--- src/rtl/mem_arbiter_if.sv ---
// rtl/mem_arbiter_if.sv - IF/MEM request ports and the shared byte-wide RAM port of mem_arbiter
interface mem_arbiter_if #(
  parameter int ADDR_W = 32
);
  logic              if_req;
  logic [ADDR_W-1:0] if_addr;
  logic [31:0]       if_rdata;
  logic              if_done;
  logic              mem_req;
  logic              mem_we;
  logic [1:0]        mem_len;
  logic [ADDR_W-1:0] mem_addr;
  logic [31:0]       mem_wdata;
  logic [31:0]       mem_rdata;
  logic              mem_done;
  logic [ADDR_W-1:0] ram_addr;
  logic [7:0]        ram_dout;
  logic              ram_wr;
  logic [7:0]        ram_din;
  logic              busy;

  modport slave (
    input  if_req, if_addr, mem_req, mem_we, mem_len, mem_addr, mem_wdata, ram_din,
    output if_rdata, if_done, mem_rdata, mem_done, ram_addr, ram_dout, ram_wr, busy
  );

  modport master (
    output if_req, if_addr, mem_req, mem_we, mem_len, mem_addr, mem_wdata, ram_din,
    input  if_rdata, if_done, mem_rdata, mem_done, ram_addr, ram_dout, ram_wr, busy
  );
endinterface

--- src/rtl/mem_arbiter.sv ---
// rtl/mem_arbiter.sv - arbitrates IF and MEM onto one byte-wide RAM port, splitting accesses into bytes
module mem_arbiter #(
  parameter int ADDR_W   = 32,
  parameter bit MEM_PRIO = 1'b1
) (
  input logic          clk,
  input logic          rst,
  mem_arbiter_if.slave bus
);
  typedef enum logic [1:0] {IDLE, RD, WR, DONE} state_e;

  state_e            state_q, state_d;
  logic              owner_mem_q, owner_mem_d;
  logic [2:0]        n_q, n_d;
  logic [2:0]        cnt_q, cnt_d;
  logic [ADDR_W-1:0] base_q, base_d;
  logic [ADDR_W-1:0] addr_q, addr_d;
  logic [31:0]       wdata_q, wdata_d;
  logic [31:0]       rbuf_q, rbuf_d;
  logic [31:0]       if_rdata_q, if_rdata_d;
  logic [31:0]       mem_rdata_q, mem_rdata_d;
  logic [7:0]        dout_q, dout_d;
  logic              wr_q, wr_d;

  logic              grant_mem, grant_if, start_we;
  logic [2:0]        cnt_nxt;
  logic [1:0]        cap_idx;

  assign grant_mem = bus.mem_req && (MEM_PRIO || !bus.if_req);
  assign grant_if  = bus.if_req && !grant_mem;
  assign start_we  = grant_mem && bus.mem_we;
  assign cnt_nxt   = cnt_q + 3'd1;
  // In RD, cnt counts issued addresses; the byte landing now belongs to cnt-1.
  assign cap_idx   = cnt_q[1:0] - 2'd1;

  always_ff @(posedge clk) begin
    if (rst) begin
      state_q     <= IDLE;
      owner_mem_q <= 1'b0;
      n_q         <= 3'd0;
      cnt_q       <= 3'd0;
      base_q      <= '0;
      addr_q      <= '0;
      wdata_q     <= 32'd0;
      rbuf_q      <= 32'd0;
      if_rdata_q  <= 32'd0;
      mem_rdata_q <= 32'd0;
      dout_q      <= 8'd0;
      wr_q        <= 1'b0;
    end else begin
      state_q     <= state_d;
      owner_mem_q <= owner_mem_d;
      n_q         <= n_d;
      cnt_q       <= cnt_d;
      base_q      <= base_d;
      addr_q      <= addr_d;
      wdata_q     <= wdata_d;
      rbuf_q      <= rbuf_d;
      if_rdata_q  <= if_rdata_d;
      mem_rdata_q <= mem_rdata_d;
      dout_q      <= dout_d;
      wr_q        <= wr_d;
    end
  end

  always_comb begin
    state_d     = state_q;
    owner_mem_d = owner_mem_q;
    n_d         = n_q;
    cnt_d       = cnt_q;
    base_d      = base_q;
    addr_d      = addr_q;
    wdata_d     = wdata_q;
    rbuf_d      = rbuf_q;
    if_rdata_d  = if_rdata_q;
    mem_rdata_d = mem_rdata_q;
    dout_d      = dout_q;
    wr_d        = wr_q;
    unique case (state_q)
      IDLE: begin
        if (grant_mem || grant_if) begin
          owner_mem_d = grant_mem;
          base_d      = grant_mem ? bus.mem_addr : bus.if_addr;
          if (!grant_mem)               n_d = 3'd4;
          else if (bus.mem_len == 2'd0) n_d = 3'd1;
          else if (bus.mem_len == 2'd1) n_d = 3'd2;
          else                          n_d = 3'd4;
          wdata_d     = bus.mem_wdata;
          addr_d      = base_d;
          cnt_d       = 3'd0;
          rbuf_d      = 32'd0;
          if (start_we) begin
            wr_d    = 1'b1;
            dout_d  = bus.mem_wdata[7:0];
            state_d = WR;
          end else begin
            state_d = RD;
          end
        end
      end
      WR: begin
        if (cnt_nxt < n_q) begin
          cnt_d  = cnt_nxt;
          addr_d = base_q + ADDR_W'(cnt_nxt);
          dout_d = wdata_q[{cnt_nxt[1:0], 3'b000} +: 8];
        end else begin
          wr_d    = 1'b0;
          addr_d  = '0;
          state_d = DONE;
        end
      end
      RD: begin
        if (cnt_q != 3'd0) rbuf_d[{cap_idx, 3'b000} +: 8] = bus.ram_din;
        if (cnt_q == n_q) begin
          state_d = DONE;
          if (owner_mem_q) mem_rdata_d = rbuf_d;
          else             if_rdata_d  = rbuf_d;
        end else begin
          cnt_d  = cnt_nxt;
          addr_d = (cnt_nxt < n_q) ? base_q + ADDR_W'(cnt_nxt) : '0;
        end
      end
      DONE: state_d = IDLE;
      default: state_d = IDLE;
    endcase
  end

  always_comb begin
    bus.ram_addr  = addr_q;
    bus.ram_dout  = dout_q;
    bus.ram_wr    = wr_q;
    bus.if_rdata  = if_rdata_q;
    bus.mem_rdata = mem_rdata_q;
    bus.if_done   = (state_q == DONE) && !owner_mem_q;
    bus.mem_done  = (state_q == DONE) && owner_mem_q;
    bus.busy      = (state_q != IDLE);
  end
endmodule

--- src/flat_wrapper.sv ---
// flat-port wrapper written by rule: the top's interface ports become plain ports
module mem_arbiter_flat 
#(
  parameter int ADDR_W   = 32,
  parameter bit MEM_PRIO = 1'b1
)
  (clk, rst, bus_if_req, bus_if_addr, bus_mem_req, bus_mem_we, bus_mem_len, bus_mem_addr, bus_mem_wdata, bus_ram_din, bus_if_rdata, bus_if_done, bus_mem_rdata, bus_mem_done, bus_ram_addr, bus_ram_dout, bus_ram_wr, bus_busy);
  mem_arbiter_if #(.ADDR_W(ADDR_W)) bus_i ();
  input logic clk;
  input logic rst;
  input wire logic [$bits(bus_i.if_req)-1:0] bus_if_req;
  input wire logic [$bits(bus_i.if_addr)-1:0] bus_if_addr;
  input wire logic [$bits(bus_i.mem_req)-1:0] bus_mem_req;
  input wire logic [$bits(bus_i.mem_we)-1:0] bus_mem_we;
  input wire logic [$bits(bus_i.mem_len)-1:0] bus_mem_len;
  input wire logic [$bits(bus_i.mem_addr)-1:0] bus_mem_addr;
  input wire logic [$bits(bus_i.mem_wdata)-1:0] bus_mem_wdata;
  input wire logic [$bits(bus_i.ram_din)-1:0] bus_ram_din;
  output wire logic [$bits(bus_i.if_rdata)-1:0] bus_if_rdata;
  output wire logic [$bits(bus_i.if_done)-1:0] bus_if_done;
  output wire logic [$bits(bus_i.mem_rdata)-1:0] bus_mem_rdata;
  output wire logic [$bits(bus_i.mem_done)-1:0] bus_mem_done;
  output wire logic [$bits(bus_i.ram_addr)-1:0] bus_ram_addr;
  output wire logic [$bits(bus_i.ram_dout)-1:0] bus_ram_dout;
  output wire logic [$bits(bus_i.ram_wr)-1:0] bus_ram_wr;
  output wire logic [$bits(bus_i.busy)-1:0] bus_busy;
  assign bus_i.if_req = bus_if_req;
  assign bus_i.if_addr = bus_if_addr;
  assign bus_i.mem_req = bus_mem_req;
  assign bus_i.mem_we = bus_mem_we;
  assign bus_i.mem_len = bus_mem_len;
  assign bus_i.mem_addr = bus_mem_addr;
  assign bus_i.mem_wdata = bus_mem_wdata;
  assign bus_i.ram_din = bus_ram_din;
  assign bus_if_rdata = bus_i.if_rdata;
  assign bus_if_done = bus_i.if_done;
  assign bus_mem_rdata = bus_i.mem_rdata;
  assign bus_mem_done = bus_i.mem_done;
  assign bus_ram_addr = bus_i.ram_addr;
  assign bus_ram_dout = bus_i.ram_dout;
  assign bus_ram_wr = bus_i.ram_wr;
  assign bus_busy = bus_i.busy;
  mem_arbiter #(.ADDR_W(ADDR_W), .MEM_PRIO(MEM_PRIO)) u_core (.clk(clk), .rst(rst), .bus(bus_i));
endmodule
--- config.mk ---
export PLATFORM = sky130hd
export DESIGN_NAME = mem_arbiter_flat
export DESIGN_NICKNAME = d
export VERILOG_FILES = /design/src/rtl/mem_arbiter_if.sv /design/src/rtl/mem_arbiter.sv /design/src/flat_wrapper.sv
export SDC_FILE = /design/constraint.sdc
export NUM_CORES = 1
export LEC_CHECK = 0
export CAP_MARGIN = 20
export CELL_PAD_IN_SITES_DETAIL_PLACEMENT = 0
export CELL_PAD_IN_SITES_GLOBAL_PLACEMENT = 1
export CORE_MARGIN = 5
export CORE_UTILIZATION = 37
export CTS_CLUSTER_SIZE = 20
export DETAILED_ROUTE_END_ITERATION = 8
export GPL_TIMING_DRIVEN = 1
export HOLD_SLACK_MARGIN = 0.03
export PLACE_DENSITY = 0.86
export SLEW_MARGIN = 40
export SYNTH_ARGS = -nofsm -noshare
export SYNTH_HDL_FRONTEND = slang
export SYNTH_SLANG_ARGS = --single-unit
export TNS_END_PERCENT = 10
--- constraint.sdc ---
create_clock -name clk -period 3.9 [get_ports clk]
set_clock_uncertainty 0.1 [all_clocks]
set_input_delay 0.39 -clock clk [delete_from_list [all_inputs] [get_ports clk]]
set_output_delay 0.39 -clock clk [all_outputs]
set_load 0.02 [all_outputs]
==> summary by stage <==
Place
Prior to clock tree synthesis, the placed netlist has a worst setup slack of 536.8 ps. Once placement finished, the instance area stood at 0.01191 sq mm. At the end of routability-driven placement, the weighted congestion stood at 0.7772.

The half-perimeter wire length after detailed placement is 18520 um. Once placement completed, the tool counted placed cells totaling 1551. The count of input and output buffers is 218.

Power and ir drop
The clock network burns 25.6% of the power. The areal power density over the cells is 689.3 mW/mm^2. The largest voltage drop on the vdd net is 0.0004341 V. The switching power share of the total is 36.55%. The internal portion of the total power is 5.554 mW. For this design the total switching power over the nets is 3.200 mW. The share of total power dissipated in sequential elements is 35.2%. Combinational logic burns 39.2% of the power.

The analysis attributes to cell leakage a power of 4.527 nW. The total power of the final layout is 8.754 mW.

Timing
Setup violations remaining at the end of the flow were counted as 0. The worst pin sits at a relative slew slack of 47.21%. The clock period could shrink to 3420 ps. The final setup TNS is 0 ps. The share of the clock period used by the worst path after layout is 87.69%. The least setup slack across all paths after layout is 480.0 ps. The achievable clock frequency is 292.4 MHz. The count of pins over their slew limit is 0. For the pin with the worst max-slew slack, the measured transition is 791.9 ps. Setup repair after global routing left no endpoint under its margin.

The hold violation count in the final report was 0. On the final layout, the worst hold slack is 138.6 ps.

Logic synthesis
After synthesis, the mean cell area works out to 8.831 sq um. Counting flops with a built-in enable in the synthesized netlist gives 0. Of all flip-flops after synthesis, the portion carrying an async set or reset was 0%. The number of distinct library cells after synthesis is 62. The cell area after synthesis is 0.009449 sq mm.

For this run, the register share of the synthesized area comes to 44.49%. After synthesis, the largest area contributor takes up 44.49% of total cell area. The net count after synthesis is 1199. Among all flip-flop cells after synthesis, the most frequent one is dfxtp_1. Of all cell types, the one taking the most synthesized area is dfxtp_1. The count of synthesis-stage warnings from yosys is 0. The number of instances in the synthesized netlist is 1070. The flip-flop and latch count after synthesis is 210. The library cell with the highest instance count after synthesis is dfxtp_1. Sorting the synthesized cells by area gives the leading types as dfxtp_1 (44%), a211oi_1 (10%), nor2_1 (7.7%), mux2i_1 (4.8%), nand2_1 (3.3%). The commonest cells after synthesis are dfxtp_1 (210), nor2_1 (195), a211oi_1 (131).

Clocking
The clock root buffer is clkbuf_16. The maximum level of the CTS H-tree is 1. The post-cts resize count is 0. Counting along the longest clock path gives a buffer depth of 3. The clock-pin slew reported for the worst setup and hold paths after clock tree synthesis is 60 ps.

Clock tree synthesis inserted a total of 24 buffers. The clock latency on the worst-skew pair is 510 ps. The total setup buffers inserted after CTS is 0. The number of hold buffers added after CTS is 0. For this design, the sink count on the clock tree is 210.

The TritonCTS clock tree is done.

Detailed routing
The total iterations of the first detailed-routing run is 4. The total via count in the routed design is 8452. The post-detailed-route count of antenna-violating nets is 0. The total routed wirelength is 26660 um.

The average wire length per cell after detail routing is 16.76 um. Using the TritonRoute via totals, the vias-per-cell ratio works out to 5.312. The detailed router's first-iteration violation count is 562.

The count of unresolved DRC violations after routing is 0.

Layout
In the final design database the tool counted 1376 nets. The finished cells cover 0.01270 sq mm. The count of antenna diodes in the layout is 0. Registers take 0.004204 sq mm.

The post-route netlist has 7.058% of its cells at a drive strength greater than 1. The area growth from synthesis to layout is 34.41%. The post-layout instance count excluding filler cells is 1591. The filler cell count is 2370. The core occupancy in the finished layout is 50.44%.

The footprint of the multi-input gates is 0.004883 sq mm.

Outcome
The flow ran to the end, and the final reports show no timing, DRC or antenna violations.

Setup path
The critical path endpoint category is a register. The startpoint-to-endpoint class of the critical path is reg -> reg. The cell that appears most often on the critical path is ha_1. The largest incremental delay on the critical path is 510 ps. For the worst setup path, the data arrival time is 3740 ps. The cell type of the slowest stage on the worst timing path is or4_1. The number of cells on the worst reg-to-reg path is 9. The worst setup path is launched from a register. The worst endpoint required time is 4220 ps. Along the worst path, the maximum fanout reaches 17. Walking the worst path, the cells encountered are inv_1, ha_1, ha_1, and3b_1, or3_1, buf_4, or4_4, or4_1, o211ai_1.

GRT
The met1 usage in global routing is 24.46%. Global routing consumed, over all layers together, 17.77% of the routing resources. The first global-routing pass estimated 42550 um of wire. The total grt overflow is 0. Entering global routing, the biggest net connects 123 pins. The number of global-route vias before repair is 7993. The met2 global-route usage is 29.17%. The initial antenna violation count came to 1. The peak-usage layer in the global routing report is met2. The global-route met3 utilization is 3.098%.

Die
The core outline area is 0.02518 sq mm. The area of the die is 0.02883 sq mm. The horizontal die dimension is 169.8 um. The standard-cell row count is 58. 219 I/O pins were placed. The starting density of the core is 37.52%. The die is 169.8 um tall.

Min path
The worst min-delay path category is in -> reg. The cell depth of the worst hold path is 3.

Flow run
The tool flagged a number of max-cap violations equal to 0.
registers in the layout, indices dropped and copies added, names as in the netlist, 8 cells and up:
register,cells
u_core.bus.if_rdata,32
u_core.base_q,32
u_core.bus.ram_addr,32
u_core.bus.ram_dout,8
u_core.rbuf_q,32
u_core.wdata_q,32
u_core.bus.mem_rdata,32
per-layer routing:
layer | vias to the layer above | routed length, um | share of wire (%)
met5 | - | 13 | 0.049
met4 | 2 | 545 | 2.0
met3 | 39 | 1667 | 6.3
met2 | 235 | 12230 | 46
met1 | 3924 | 12200 | 46
li1 | 4252 | - | -
worst max-delay path: cells and delay by family, from the launching register on:
kind / cells / cell delay (ps)
AOI/OAI and AO/OA: 1 / 90
buffers and inverters: 2 / 350
adders and majority gates: 2 / 750
DFF: 1 / 500
and+or+nand+nor: 4 / 1530
layout by cell type, fill, tap and decap left out, types with 3 or more instances in the layout:
cell type	count
nor3_1	12
or2_2	5
o211ai_1	4
nand2_1	84
o211a_1	7
mux2i_1	45
o22ai_1	3
nor3b_1	3
xnor2_1	10
mux4_2	8
nor2_1	192
clkinv_2	3
and2_1	3
buf_4	19
nor2b_1	3
clkdlybuf4s50_1	216
nor4_1	13
a22oi_1	32
clkbuf_16	25
clkbuf_1	5
nand3_1	10
or4_1	5
or3_1	3
o21a_1	10
and4_1	4
nor2_4	3
xor2_1	6
a211oi_1	131
dfxtp_1	210
ha_1	17
o21ai_0	10
nand4_1	12
clkbuf_8	5
o221a_2	4
inv_1	14
a21oi_1	50
a2bb2oi_1	32
final timing paths:
path	slack, ps	endpoint	start
worst max-delay path	480	u_core.bus.ram_addr[31]	u_core.cnt_q[0]
worst min-delay path	140	u_core.owner_mem_q	bus_mem_req
worst max register to register	480	u_core.bus.ram_addr[31]	u_core.cnt_q[0]
worst min register to register	350	u_core.wdata_q[8]	u_core.wdata_q[8]
layout make-up:
| class | instances | share of cell area [%] |
|---|---|---|
| multi-input cells | 757 | 38.45 |
| repair buffers | 239 | 18.55 |
| clock inverters | 5 | 0.5911 |
| clock buffers | 35 | 5.615 |
| flip-flops and latches | 210 | 33.10 |
| inverters | 15 | 0.4433 |
| well taps | 330 | 3.251 |
cells by family (layout without fill, tap and decap cells):
family / count (synthesis) / after routing / share of synthesized area (%)
AND/OR/NAND/NOR: 367 / 367 / 17.20
AO/OA/AOI/OAI: 303 / 303 / 23.41
flip-flops: 210 / 210 / 44.49
buffers and inverters: 103 / 294 / 4.277
multiplexers: 53 / 53 / 6.674
adder cells (fa/ha/maj): 18 / 18 / 2.463
XOR/XNOR: 16 / 16 / 1.483
power by group through the flow:
stage / Combinational, mW / Clock (mW) / Sequential (mW)
3_3_place_gp: 3.41 / 0 / 3.12
4_1_cts: 3.47 / 2.29 / 3.08
5_1_grt: 3.76 / 2.39 / 3.16
2_1_floorplan: 1.84 / 0 / 3.38
6_report: 3.43 / 2.24 / 3.09
3_5_place_dp: 3.46 / 0 / 3.12
No activity file was read; power rests on OpenSTA's default activity.
